===== src/rtl/chargen_pkg.sv =====
// chargen_pkg -- shared definitions for the character-generator RAM arbiter.
//   * default parameter values (address width, data width, RAM read latency)
//   * source-tag encoding carried alongside each RAM access
//   * host FSM state encoding
//   * read_tag(): maps an accepted access to the tag it carries
package chargen_pkg;

  localparam int DEF_ADDR_W = 11;  // 256 codes x 8 rows
  localparam int DEF_DATA_W = 8;
  localparam int DEF_RD_LAT = 2;

  typedef logic [1:0] tag_t;

  localparam tag_t TAG_NONE = 2'd0;
  localparam tag_t TAG_VID  = 2'd1;
  localparam tag_t TAG_HOST = 2'd2;

  localparam logic [0:0] H_IDLE    = 1'b0;
  localparam logic [0:0] H_RD_WAIT = 1'b1;

  // Only reads produce a return, so writes travel as TAG_NONE.
  function automatic tag_t read_tag(input logic vid_acc, input logic host_rd_acc);
    if (vid_acc)          return TAG_VID;
    else if (host_rd_acc) return TAG_HOST;
    else                  return TAG_NONE;
  endfunction

endpackage


===== src/rtl/chargen_tag_pipe.sv =====
// chargen_tag_pipe -- DEPTH-stage shift register of source tags.
// Ports:
//   clk      in   system clock
//   clear    in   synchronous clear (empties every stage)
//   tag_in   in   tag of the access issued this cycle
//   tag_out  out  tag emerging DEPTH cycles later
module chargen_tag_pipe
  import chargen_pkg::*;
#(
  parameter int DEPTH = DEF_RD_LAT + 1
) (
  input  logic       clk,
  input  logic       clear,
  input  logic [1:0] tag_in,
  output logic [1:0] tag_out
);

  logic [2*DEPTH-1:0] shift_reg;

  generate
    if (DEPTH == 1) begin : g_single
      always_ff @(posedge clk) begin
        if (clear) shift_reg <= TAG_NONE;
        else       shift_reg <= tag_in;
      end
    end else begin : g_multi
      always_ff @(posedge clk) begin
        if (clear) shift_reg <= '0;
        else       shift_reg <= {shift_reg[2*DEPTH-3:0], tag_in};
      end
    end
  endgenerate

  assign tag_out = shift_reg[2*DEPTH-1 -: 2];

endmodule


===== src/rtl/chargen_arbiter.sv =====
// chargen_arbiter -- single-port arbiter for the character-generator RAM.
// Video fetches have strict priority; the host (font upload) gets the RAM
// only in cycles with no video request and may have one read outstanding.
// Ports:
//   clk, reset                      clock, synchronous active-high reset
//   vid_req/vid_code/vid_row        video fetch request (address {code,row})
//   vid_ack/vid_valid/vid_data      video accept, return pulse, glyph row
//   host_req/host_we/host_addr/
//   host_wdata                      host read/write request
//   host_ack/host_rvalid/host_rdata host accept, read return pulse, data
//   ram_ce/ram_oce/ram_we/ram_ad/
//   ram_din/ram_dout                external RAM port (RD_LAT read latency)
module chargen_arbiter
  import chargen_pkg::*;
#(
  parameter int ADDR_W = DEF_ADDR_W,
  parameter int DATA_W = DEF_DATA_W,
  parameter int RD_LAT = DEF_RD_LAT
) (
  input  logic              clk,
  input  logic              reset,
  input  logic              vid_req,
  input  logic [7:0]        vid_code,
  input  logic [2:0]        vid_row,
  output logic              vid_ack,
  output logic              vid_valid,
  output logic [DATA_W-1:0] vid_data,
  input  logic              host_req,
  input  logic              host_we,
  input  logic [ADDR_W-1:0] host_addr,
  input  logic [DATA_W-1:0] host_wdata,
  output logic              host_ack,
  output logic              host_rvalid,
  output logic [DATA_W-1:0] host_rdata,
  output logic              ram_ce,
  output logic              ram_oce,
  output logic              ram_we,
  output logic [ADDR_W-1:0] ram_ad,
  output logic [DATA_W-1:0] ram_din,
  input  logic [DATA_W-1:0] ram_dout
);

  logic [0:0]        h_state_reg, h_state_next;
  logic [ADDR_W-1:0] vid_addr;

  logic              ce_next, we_next;
  logic [ADDR_W-1:0] ad_next;
  logic [DATA_W-1:0] din_next;
  tag_t              tag_next;

  logic              ce_reg, we_reg;
  logic [ADDR_W-1:0] ad_reg;
  logic [DATA_W-1:0] din_reg;

  logic [1:0]        tag_out;
  logic              vid_ret, host_ret;

  assign vid_addr = ADDR_W'({vid_code, vid_row});

  // Arbitration: video wins outright; host needs an idle RAM slot and no
  // read already in flight.
  always_comb begin
    vid_ack  = vid_req & ~reset;
    host_ack = host_req & ~vid_req & ~reset & (h_state_reg == H_IDLE);

    ce_next  = 1'b0;
    we_next  = 1'b0;
    ad_next  = '0;
    din_next = '0;
    if (vid_ack) begin
      ce_next = 1'b1;
      ad_next = vid_addr;
    end else if (host_ack) begin
      ce_next  = 1'b1;
      we_next  = host_we;
      ad_next  = host_addr;
      din_next = host_wdata;
    end
    tag_next = read_tag(vid_ack, host_ack & ~host_we);
  end

  // Return decode straight from the tag pipe; masked by reset so nothing
  // can pulse in the first reset cycle before the pipe has been cleared.
  assign vid_ret  = (tag_out == TAG_VID)  & ~reset;
  assign host_ret = (tag_out == TAG_HOST) & ~reset;

  always_comb begin
    h_state_next = h_state_reg;
    case (h_state_reg)
      H_IDLE:    if (host_ack && !host_we) h_state_next = H_RD_WAIT;
      H_RD_WAIT: if (host_ret)             h_state_next = H_IDLE;
      default:                             h_state_next = H_IDLE;
    endcase
  end

  always_ff @(posedge clk) begin
    if (reset) begin
      h_state_reg <= H_IDLE;
      ce_reg      <= 1'b0;
      we_reg      <= 1'b0;
      ad_reg      <= '0;
      din_reg     <= '0;
    end else begin
      h_state_reg <= h_state_next;
      ce_reg      <= ce_next;
      we_reg      <= we_next;
      ad_reg      <= ad_next;
      din_reg     <= din_next;
    end
  end

  // Tag enters at the accept edge and emerges in the cycle the RAM output
  // register holds the data: 1 cycle to issue + RD_LAT cycles of RAM.
  chargen_tag_pipe #(
    .DEPTH (RD_LAT + 1)
  ) u_tag_pipe (
    .clk     (clk),
    .clear   (reset),
    .tag_in  (tag_next),
    .tag_out (tag_out)
  );

  assign vid_valid   = vid_ret;
  assign host_rvalid = host_ret;
  assign vid_data    = reset ? '0 : ram_dout;
  assign host_rdata  = reset ? '0 : ram_dout;

  // RAM controls come from registers; the reset mask keeps the port idle
  // even in the first reset cycle, before the registers have cleared.
  assign ram_ce  = ce_reg & ~reset;
  assign ram_we  = we_reg & ~reset;
  assign ram_ad  = reset ? '0 : ad_reg;
  assign ram_din = reset ? '0 : din_reg;
  assign ram_oce = ~reset;

endmodule


===== config.mk =====
export PLATFORM = sky130hd
export DESIGN_NAME = chargen_arbiter
export DESIGN_NICKNAME = d
export VERILOG_FILES = /design/src/rtl/chargen_pkg.sv /design/src/rtl/chargen_tag_pipe.sv /design/src/rtl/chargen_arbiter.sv
export SDC_FILE = /design/constraint.sdc
export NUM_CORES = 1
export LEC_CHECK = 0
export CAP_MARGIN = 40
export CORE_MARGIN = 2
export CORE_UTILIZATION = 36
export CTS_CLUSTER_SIZE = 12
export DETAILED_ROUTE_END_ITERATION = 8
export GPL_TIMING_DRIVEN = 0
export PLACE_DENSITY = 0.85
export SETUP_SLACK_MARGIN = 0.4
export SLEW_MARGIN = 25
export SYNTH_ARGS = -nofsm -noshare
export SYNTH_HDL_FRONTEND = slang
export SYNTH_HIERARCHICAL = 1
export SYNTH_SLANG_ARGS = --single-unit

===== constraint.sdc =====
create_clock -name clk -period 4.1 [get_ports clk]
set_input_delay 1.025 -clock clk [delete_from_list [all_inputs] [get_ports clk]]
set_output_delay 1.025 -clock clk [all_outputs]
set_load 0.02 [all_outputs]

== Word level (Yosys, flattened, before mapping) ==
Cells that the tools add are included.

* Reduce and logical (&&, ||, !) cells: 4
* Multiplexer cells: 12
* Equal/unequal tests: 2
* Bitwise gates (word level): 14

{| class="wikitable"
|+ Operator list
! operator !! count
|-
| 11-bit two-way mux || 3
|-
| 8-bit two-way mux || 2
|-
| 1-bit AND || 9
|-
| 1-bit two-way mux || 5
|-
| 1-bit NOT || 5
|-
| 3-bit OR reduction || 1
|-
| 2-bit by 1-bit equality test with 1-bit output, second input constant || 1
|-
| 2-bit equality test, second input constant || 1
|-
| 2-bit two-way mux || 1
|-
| 1-bit case mux with 2 select lines || 1
|-
| 2-bit OR reduction || 1
|-
| 1-bit logical AND || 1
|-
| 1-bit logical NOT || 1
|}

* Output and inout port bits: 42
* Register bits: 28
* Bits of input ports: 43

== Logic depth before layout (Yosys ltp) ==
* Depth in word-level cells: 7
* Mapped depth: 4

== Cells and area by module ==
Netlist, hierarchy kept.

{| class="wikitable"
|+ Modules (own cells, without submodules)
! module !! times used !! cells an instance !! area an instance (µm²)
|-
| chargen_arbiter || 1 || 96 || 947.2
|-
| chargen_tag_pipe || 1 || 14 || 172.7
|}

== Worst setup path after synthesis ==
Ideal clock, no wire load.

* Kind: input -> output
* From: input port reset
* To: output port vid_data[0]
* Stages: 3
* Arrival time: 1794 ps
* Buffers on the path: 2
* Required time: 3075 ps
* Setup slack: 1281 ps
* Cells stage by stage: clkbuf_1 > nor2b_1 > buf_4

* Word-level cells in the longest chain between the ends: 1

{| class="wikitable"
|+ Ends and longest elaborated chain
! item !! RTL line !! text
|-
| start, declared || chargen_arbiter.sv:21 || <nowiki>input logic reset,</nowiki>
|-
| 8-bit two-way mux || - ||
|-
| end, declared || chargen_arbiter.sv:27 || <nowiki>output logic [DATA_W-1:0] vid_data,</nowiki>
|}

No other way between the ends.

== Final worst setup path ==
* From: input port reset
* To: output port vid_data[5]

* Word-level cells in the longest chain between the ends: 1

{| class="wikitable"
|+ Ends and longest elaborated chain
! item !! RTL line !! text
|-
| 8-bit two-way mux || chargen_arbiter.sv:125 || <nowiki>assign vid_data = reset ? '0 : ram_dout;</nowiki>
|}

No other way between the ends.

==> metrics.md <==
| Metric | Value |
|---|---|
| Final setup vio count | 0 |
| Overall power | 548 µW |
| R2r startpoint | h_state_reg |
| Crit-path max FO | 13 |
| Slew headroom | 71.9% |
| Status | finished clean |
| Row Count | 20 |
| Total Routing Usage GR | 16.5% |
| Starting Density | 37.3% |
| Most frequent cells in the layout | clkdlybuf4s50_1, nor2b_1, dfxtp_1, a22o_1 |
| Initial antenna violation count | 0 |
| Post-Syn Nets | 153 |
| Core area | 3000 µm² |
| Power per cell area | 268 nW/µm² |
| Max Cap Viol | 0 |
| CP endpoint kind | output pin |
| RSZ-0062 raised after global routing | no |
| Number of synthesized register bits | 28 |
| Clock skew | 0.00242 ns |
| Final min period | 3.65 ns |
| Hold Crit Class | flop to flop |
| Worst Hold Launch | u_tag_pipe/shift_reg[0] |
| DRC | 0 |
| Net Switching | 128 µW |
| Fin cells | 231 |
| Drt wl/cell | 13.0 µm |
| Storage cell area | 561 µm² |
| Post-synthesis cell type count | 15 |
| HPWL Detailed | 2460 µm |
| Asr flop ratio synth | 0% |
| Vias in the first global route | 1056 |
| Syn. warnings | 6 |
| WL final | 3010 µm |
| Setup crit start | reset |
| Grt ovf | 0 |
| Most common cell after layout, fill and taps aside | clkdlybuf4s50_1 |
| Root Buffer | clkbuf_4 |
| GP Congestion | 0.687 |
| DRT Pass-1 Iters | 4 |
| Sw frac | 23.3% |
| Register-to-Register Path Depth | 4 |
| Critical path class | primary input to output pin |
| Number of fillers in the final layout | 247 |
| Sequential fraction of the synthesis area | 50.1% |
| Die height | 59.8 µm |
| Worst-Margin Slew | 0.421 ns |
| Hold Buf Count CTS | 0 |
| Vias per cell | 4.51 |
| Syn Area/Cell | 10.2 µm² |
| CP Launch Type | primary input |
| Setup TNS | 0 ns |
| Crit path DAT | 2.63 ns |
| Worst vdd ir | 165 µV |
| Largest register FFs | 11 |
| Antenna Cells | 0 |
| Design area | 2050 µm² |
| Latest clock arrival within the worst-skew pair | 0.31 ns |
| Port bufs | 84 |
| Flop pwr share | 52.3% |
| Placed cell areas | 2000 µm² |
| Clk sinks | 28 |
| Clock network fraction of design power | 23.4% |
| Multi-input gate area | 437 µm² |
| Fin crit share | 89.1% |
| Synthesized instance count | 110 |
| Via Count | 1041 |
| Clk pin slew, worst setup/hold paths | 0.14 ns |
| Global-route wire length before repair | 4460 µm |
| Nets@finish | 242 |
| Hold Fails Final Rpt | 0 |
| Area Growth Syn to Fin | 82.7% |
| WP data required | 3.07 ns |
| Cell count after placement | 227 |
| Highest clock rate | 0.274 GHz |
| # IOs | 85 |
| Pint | 420 µW |
| Static Leak | 0.000853 µW |
| End-of-flow core utilization | 68.1% |
| Combinational share of power | 24.3% |
| Hold Crit Depth | 1 |
| Initial DRC Count | 15 |
| Total CTS buffers | 3 |
| Post-Syn Area | 1120 µm² |
| Post-CTS setup repair buffer count | 0 |
| Routed Antenna Nets | 0 |
| Longest Clk Path Bufs | 2 |
| Die area | 3570 µm² |
| Final Slew Violations | 0 |
| H-tree Lvls | 1 |
| EDFF count, synth | 0 |
| Die Span X | 59.8 µm |
| Layout cell share with drive strength beyond 1 | 11.6% |
| Post-synth top flop | dfxtp_1 |
| CTS tree | done |
| Largest net degree at the start of global routing | 16 |
cells in the mapped netlist (2+ instances only):
master    count  area (µm²)
a22o_1       11        96.3
and2_1       10        62.6
and2b_1       2        15.0
buf_4        10        75.1
buf_6         2        22.5
clkbuf_1      4        15.0
dfxtp_1      28         561
inv_1         2        7.51
nor2b_1      35         219
per-layer routing:
metal | global-route usage, % | vias to the layer above | routed length [µm]
met2 | 34.0 | 45 | 1730
met5 | 0 | - | 0
met4 | 5.71 | 0 | 20
met1 | 16.2 | 476 | 1090
li1 | - | 518 | -
met3 | 2.16 | 2 | 164
power groups by stage:
stage / Sequential (µW) / Clock (µW) / Combinational, µW
after floorplan: 291 / 0 / 55.8
after global placement: 292 / 0 / 131
after detailed placement: 292 / 0 / 134
after CTS: 286 / 131 / 134
after global routing: 288 / 143 / 142
final: 286 / 128 / 133
layout make-up:
class                      count  share of cell area, %
timing repair buffer          84                   41.1
sequential                    28                   27.4
multi-input combinational     63                   21.3
buffer                        16                   5.75
tap                           33                   2.02
clock buffer                   4                   1.77
inverter                       3                  0.612
repair_timing:
item / in CTS / in global routing
hold endpoints to repair: 0 / 0
pin swaps: 0 / 0
gates resized for setup: 5 / 5
setup endpoints to repair: 39 / 8
critical path, cell delays in order:
cell and delay [ns]:
dlygate4sd2_1 0.37, buf_2 0.25, nor2b_1 0.25, buf_4 0.15, clkdlybuf4s50_1 0.59
worst paths after layout:
path | endpoint | slack, ns
setup / recovery | vid_data[5] | 0.45
hold / removal | u_tag_pipe/shift_reg[2] | 0.46
setup reg to reg | ad_reg[2] | 2.82
hold reg to reg | u_tag_pipe/shift_reg[2] | 0.46
through the flow:
| step | hold WS, ns | setup slack (ns) |
|---|---|---|
| 3_5_place_dp | 0.434 | -0.0598 |
| 6_report | 0.458 | 0.446 |
| 5_1_grt | 0.462 | 0.372 |
| 3_3_place_gp | 0.416 | -0.0524 |
| 4_1_cts | 0.457 | 0.440 |
| 2_1_floorplan | 0.414 | 1.28 |
cell families (layout without fill, tap and decap cells):
logic type,count (synthesis),count (layout),share of synthesized area [%]
simple gates,51,51,29.4
flops,28,28,50.1
buf+inv,19,107,11.2
compound gates,12,12,9.39
(Power assumes the default switching activity.)
